## config.mk

```make
export PLATFORM = sky130hd
export DESIGN_NAME = fetch_stage
export DESIGN_NICKNAME = d
export VERILOG_FILES = /design/src/rtl/cpu_pkg.sv /design/src/rtl/fetch_next_pc.sv /design/src/rtl/fetch_stage.sv
export SDC_FILE = /design/constraint.sdc
export NUM_CORES = 1
export LEC_CHECK = 0
export CAP_MARGIN = 30
export CORE_ASPECT_RATIO = 1.5
export CORE_MARGIN = 2
export CORE_UTILIZATION = 42
export CTS_BUF_LIST = sky130_fd_sc_hd__clkbuf_8
export CTS_CLUSTER_SIZE = 24
export DETAILED_ROUTE_END_ITERATION = 12
export MAX_ROUTING_LAYER = met4
export PLACE_DENSITY = 0.87
export SLEW_MARGIN = 20
export SYNTH_ARGS = -nofsm -noshare
export SYNTH_HDL_FRONTEND = slang
export SYNTH_SLANG_ARGS = --single-unit
```

## constraint.sdc

```tcl
create_clock -name clk -period 2.3 [get_ports clk]
set_clock_uncertainty 0.2 [all_clocks]
set_input_delay 0.23 -clock clk [delete_from_list [all_inputs] [get_ports clk]]
set_output_delay 0.23 -clock clk [all_outputs]
set_load 0.03 [all_outputs]
```

## src/rtl/cpu_pkg.sv

```systemverilog
// Shared constants and types for the MIPS core pipeline stages.
// Imported by the fetch stage and its next-PC selector.
package cpu_pkg;

    localparam int INSTR_W = 32;
    localparam int JIDX_W  = 26;

    localparam logic [INSTR_W-1:0] NOP_INSTR        = 32'h0000_0000;
    localparam logic [31:0]        DEFAULT_RESET_PC = 32'h0000_0000;

    // Source selected for the next program counter, highest priority last.
    typedef enum logic [1:0] {
        PC_SEQ    = 2'd0,
        PC_HOLD   = 2'd1,
        PC_BRANCH = 2'd2,
        PC_JUMP   = 2'd3
    } pc_sel_e;

    typedef struct packed {
        logic [INSTR_W-1:0] instr;
        logic [31:0]        pc4;
        logic               valid;
    } ifid_t;

    localparam ifid_t IFID_BUBBLE = '{instr: NOP_INSTR, pc4: 32'h0, valid: 1'b0};

    function automatic logic [31:0] jump_target(input logic [3:0]        region,
                                                input logic [JIDX_W-1:0] index);
        return {region, index, 2'b00};
    endfunction

endpackage

```

## src/rtl/fetch_next_pc.sv

```systemverilog
// Combinational next-PC selection: jump > branch > stall > sequential.
// Also forms the redirect targets and flags a misaligned branch target.
module fetch_next_pc
    import cpu_pkg::*;
(
    input  logic [31:0]       pc,
    input  logic [3:0]        ifid_pc4_hi,
    input  logic              jump,
    input  logic [JIDX_W-1:0] jump_index,
    input  logic              branch_taken,
    input  logic [31:0]       branch_target,
    input  logic              stall,
    output logic [31:0]       next_pc,
    output logic              redirect,
    output logic              misalign
);

    pc_sel_e pc_sel;

    always_comb begin
        if (jump) begin
            pc_sel = PC_JUMP;
        end else if (branch_taken) begin
            pc_sel = PC_BRANCH;
        end else if (stall) begin
            pc_sel = PC_HOLD;
        end else begin
            pc_sel = PC_SEQ;
        end
    end

    // NOTE: every output gets a default first so no path through the case infers a latch.
    always_comb begin
        next_pc  = pc + 32'd4;
        redirect = 1'b0;
        misalign = 1'b0;
        case (pc_sel)
            PC_JUMP: begin
                next_pc  = jump_target(ifid_pc4_hi, jump_index);
                redirect = 1'b1;
            end
            PC_BRANCH: begin
                next_pc  = {branch_target[31:2], 2'b00};
                redirect = 1'b1;
                misalign = |branch_target[1:0];
            end
            PC_HOLD: next_pc = pc;
            default: next_pc = pc + 32'd4;
        endcase
    end

endmodule

```

## src/rtl/fetch_stage.sv

```systemverilog
// Instruction-fetch stage: PC register, IF/ID pipeline register, fetch counter
// and the registered misaligned-redirect pulse.
module fetch_stage
    import cpu_pkg::*;
#(
    parameter logic [31:0] RESET_PC = DEFAULT_RESET_PC
) (
    input  logic               clk,
    input  logic               reset_n,
    input  logic               stall,
    input  logic               flush,
    input  logic               branch_taken,
    input  logic [31:0]        branch_target,
    input  logic               jump,
    input  logic [JIDX_W-1:0]  jump_index,
    output logic [31:0]        imem_addr,
    input  logic [INSTR_W-1:0] imem_instr,
    output logic [INSTR_W-1:0] ifid_instr,
    output logic [31:0]        ifid_pc4,
    output logic               ifid_valid,
    output logic [31:0]        fetch_count,
    output logic               misalign_err
);

    logic [31:0] pc_q, pc_d;
    ifid_t       ifid_q, ifid_d;
    logic [31:0] fetch_count_q, fetch_count_d;
    logic        misalign_err_q, misalign_err_d;

    logic [31:0] next_pc;
    logic        redirect;
    logic        misalign;

    fetch_next_pc u_next_pc (
        .pc            (pc_q),
        .ifid_pc4_hi   (ifid_q.pc4[31:28]),
        .jump          (jump),
        .jump_index    (jump_index),
        .branch_taken  (branch_taken),
        .branch_target (branch_target),
        .stall         (stall),
        .next_pc       (next_pc),
        .redirect      (redirect),
        .misalign      (misalign)
    );

    always_comb begin
        pc_d           = next_pc;
        ifid_d         = ifid_q;
        fetch_count_d  = fetch_count_q;
        misalign_err_d = misalign;

        // A redirect squashes the word fetched this cycle and overrides stall.
        if (redirect || flush) begin
            ifid_d = IFID_BUBBLE;
        end else if (!stall) begin
            ifid_d        = '{instr: imem_instr, pc4: pc_q + 32'd4, valid: 1'b1};
            fetch_count_d = fetch_count_q + 32'd1;
        end
    end

    // NOTE: state updates use non-blocking assignments so all flops see pre-edge values.
    always_ff @(posedge clk) begin
        if (!reset_n) begin
            pc_q           <= RESET_PC;
            ifid_q         <= IFID_BUBBLE;
            fetch_count_q  <= 32'h0;
            misalign_err_q <= 1'b0;
        end else begin
            pc_q           <= pc_d;
            ifid_q         <= ifid_d;
            fetch_count_q  <= fetch_count_d;
            misalign_err_q <= misalign_err_d;
        end
    end

    assign imem_addr    = pc_q;
    assign ifid_instr   = ifid_q.instr;
    assign ifid_pc4     = ifid_q.pc4;
    assign ifid_valid   = ifid_q.valid;
    assign fetch_count  = fetch_count_q;
    assign misalign_err = misalign_err_q;

endmodule
```

==> results of run 1 <==
cells by family (layout without fill, tap and decap cells):
family / Yosys count / after routing
muxes: 39 / 39
and+or+nand+nor: 275 / 275
DFF: 126 / 126
buffers and inverters: 74 / 329
xor gates and xnor gates: 56 / 56
other: 1 / 4
AOI/OAI and AO/OA: 161 / 161
adders and majority gates: 2 / 2
per-layer routing:
metal	wire [µm]	global-route usage (%)
met2	10500	44.5
met4	658	10.4
met1	7900	30.9
met5	0	-
met3	1740	7.27
power groups by stage:
stage          clock [µW]  sequential, µW  combinational, µW
2_1_floorplan           0            2420                304
3_3_place_gp            0            2340                787
3_5_place_dp            0            2340                796
4_1_cts              2030            2290                801
5_1_grt              2110            2300                855
6_report             2000            2290                806
worst max-delay path, delay by kind of cell, from the launching register on:
kind                       cells  cell delay [ps]
and+or+nand+nor                3              850
muxes                          1              110
adders and majority gates      1              240
AOI/OAI and AO/OA              1              310
DFF                            1              370
cell usage in the layout, fill, tap and decap left out, drive strengths merged, types with 3 or more instances in the layout:
master	Yosys	final
clkdlybuf4s50	0	220
dfxtp	126	126
nor2	99	99
buf	21	62
a21oi	60	60
o21ai	47	47
nand2	43	43
xnor2	40	40
mux2i	39	39
nand3	29	29
nor4	27	27
nor3	22	22
inv	16	22
clkbuf	37	18
nand4	18	18
xor2	16	16
a211oi	11	11
and4	9	9
and3	7	7
a22oi	7	7
or3	6	6
o31a	5	5
o211ai	5	5
o211a	4	4
conb	1	4
nand2b	3	3
nor2b	3	3
a221oi	3	3
a221o	3	3
o221ai	3	3
clkinvlp	0	3
or4	3	3
state kept, by name, summed over array words and instances, names as in the netlist:
name and cells:
ifid_valid 1, ifid_instr 32, ifid_pc4 30, imem_addr 30, fetch_count 32, misalign_err 1
final cells by class:
class	count	share of cell area (%)
Multi-Input combinational cell	537	35.9
Timing Repair Buffer	282	29.3
Sequential cell	126	27.2
Clock buffer	18	2.66
Tap cell	196	2.63
Clock inverter	13	1.66
Inverter	16	0.644
per-stage QoR:
| stage | setup WS (ps) | utilization [%] | TNS, ps | cell area, µm² | hold slack [ps] |
|---|---|---|---|---|---|
| after floorplan | -45.9 | - | -45.9 | 6160 | 167 |
| after detailed placement | -13.9 | 61.7 | -74.8 | 8880 | 256 |
| after global routing | -5.68 | 64.8 | -8.02 | 9320 | 95.5 |
| after CTS | 6.46 | 64.6 | 0 | 9290 | 63.9 |
| final | 99.8 | 64.8 | 0 | 9320 | 111 |
| after global placement | 9.90 | 61.7 | 0 | 8880 | 236 |
final timing paths:
check                           cells past startpoint  slack (ps)                      start                         end
worst max-delay path                                6         100  imem_addr[3]$_SDFFE_PN0P_  imem_addr[30]$_SDFFE_PN0P_
worst min-delay path                                4         110                      stall   ifid_pc4[29]$_SDFFE_PP0N_
worst max register to register                      6         100  imem_addr[3]$_SDFFE_PN0P_  imem_addr[30]$_SDFFE_PN0P_
worst min register to register                      2         270   ifid_pc4[8]$_SDFFE_PP0N_    ifid_pc4[8]$_SDFFE_PP0N_
timing repair:
item,4_1_cts,5_1_grt
gates resized for setup,1,5
pin swaps,0,1
gates cloned,0,0
buffers inserted,0,1
setup endpoints to repair,1,11
hold endpoints to repair,0,0
==> qor.yml, run 1 <==
global_route:
  globalRouteTotalUtil_pct: 27.1
  grt_first_pass_wirelength_um: 32300
  grt_start_max_net_pins: 49
  antenna_found_initial: 0
  global_route.overflow_total: 0
  via_count_of_the_first_global_routing_pass: 6405
critical_path:
  timing.critical_path.slowest_cell_delay_ps: 460
  worst_path_required_ps: 2430
  cp-end-kind: "flip-flop"
  slowest_stage: "sky130_fd_sc_hd__or4_4"
  path_max_fanout: 5
  path_cells: "ha_1 > nand2_1 > or4_4 > nor4_2 > mux2i_1 > a311o_1"
  type_of_the_setup_path_with_the_least_slack: "flip-flop to flip-flop"
  critical_path_arrival_ps: 2330
  critical_path.startpoint_type: "flip-flop"
timing:
  max_slew_margin_pct: 65.1
  finalCritPeriodShare_pct: 95.7
  finalMaxSlewViolations: 0
  timing.final.hold_violations: 0
  worst_pin_slew_ps: 523
  max_freq_ghz: 0.454
  setup_violations: 0
  grt_setup_unrepaired: "yes"
  finalCriticalPeriod_ps: 2200
pwr:
  powerDensity_nw_per_um2: 547
  comb_power_share_pct: 15.8
  total_leakage_power_uw: 0.00336
  report.power.total_uw: 5100
  p_sw_share_pct: 28.6
  intPower_uw: 3640
  seq_power_share_pct: 45.0
  clkPwrFrac_pct: 39.2
  total_switching_power_uw: 1460
  ir_worst_vdd_mv: 0.504
cts:
  clk_path_buf_depth: 2
  insertion_delay_ps: 440
  depth_of_the_cts_h_tree: 4
  cts.root.buffer_cell: "sky130_fd_sc_hd__clkbuf_8"
  tritoncts: "built"
  clock-sinks: 126
  tritoncts.num_buffers: 17
  holdBufCountCts: 0
  worst_setup_hold_path_clk_slew_ps: 90
floorplanning:
  die_h_um: 152
  dieArea_um2: 15600
  die_width_um: 103
  ios: 226
  placeableCoreArea_um2: 14400
  initial_core_utilization_pct: 42.6
  rows: 54
yosys:
  dominantRegCellSynth: "sky130_fd_sc_hd__dfxtp_1"
  synth_simple_gate_area_share_pct: 22.9
  synth-warning-count: 0
  synthesized_area_divided_by_synthesized_cell_count_um2: 8.35
  synth_fa_ha_area_share_pct: 0.408
  synthMostInstantiatedCell: "sky130_fd_sc_hd__dfxtp_1"
  syn_inst: 734
  synth_mux_area_share_pct: 6.37
  async_flop_share_pct: 0
  synth_area_in_xor_xnor_pct: 8.00
  netlist_top_cells_count: "126 x sky130_fd_sc_hd__dfxtp_1, 99 x sky130_fd_sc_hd__nor2_1, 60 x sky130_fd_sc_hd__a21oi_1"
  ys_top_cells_by_area: "sky130_fd_sc_hd__dfxtp_1 41%, sky130_fd_sc_hd__mux2i_1 6.4%, sky130_fd_sc_hd__nor2_1 6.1%, sky130_fd_sc_hd__xnor2_1 5.7%, sky130_fd_sc_hd__a21oi_1 4.9%"
  synth-seq-area-share_pct: 41.1
  synth.largest_area_cell: "sky130_fd_sc_hd__dfxtp_1"
  synth_top_cell_area_share_pct: 41.1
  mappedNetlistArea_um2: 6130
  synth_compound_gate_area_share_pct: 16.1
  synth-seq-cells: 126
  synth_edf_count: 0
  synth_top_family_by_area: "simple AND/OR/NAND/NOR gates"
  ys_types: 56
placed_design:
  gpl.final_weighted_congestion: 0.969
  detailedPlacementHpwl_um: 15600
  port_buffer_count: 221
  place_inst: 1156
outcome:
  run_status: "complete, no violations"
cells_and_area:
  layout-drive-gt1-share_pct: 12.2
  layout.nets: 1078
  multiInputGateArea_um2: 3350
  antenna-diode-count: 0
  fillCellCount: 1144
  finalNonFillerCells: 1188
  area_growth_syn_to_layout_pct: 52.0
  register_area_um2: 2540
hold_path:
  worstHoldPathType: "primary input to flip-flop"
drt:
  avgRoutedWirePerCell_um: 17.5
  ant_nets: 0
  viasPerCell: 5.50
  drt-initial-drc-count: 518
  wl_um: 20800
  dr.pass1.iters: 7
  dr_total_vias: 6537
  drc: 0
job:
  maxCapViolCount: 0
Power figures use the tool's default switching activity.
==> inputs of run 2 (changes only) <==
Settings changed: SLEW_MARGIN 20 to 0.
==> results of run 2 <==
Same layout as run 1: the final DEF is identical, and so are final timing and power.
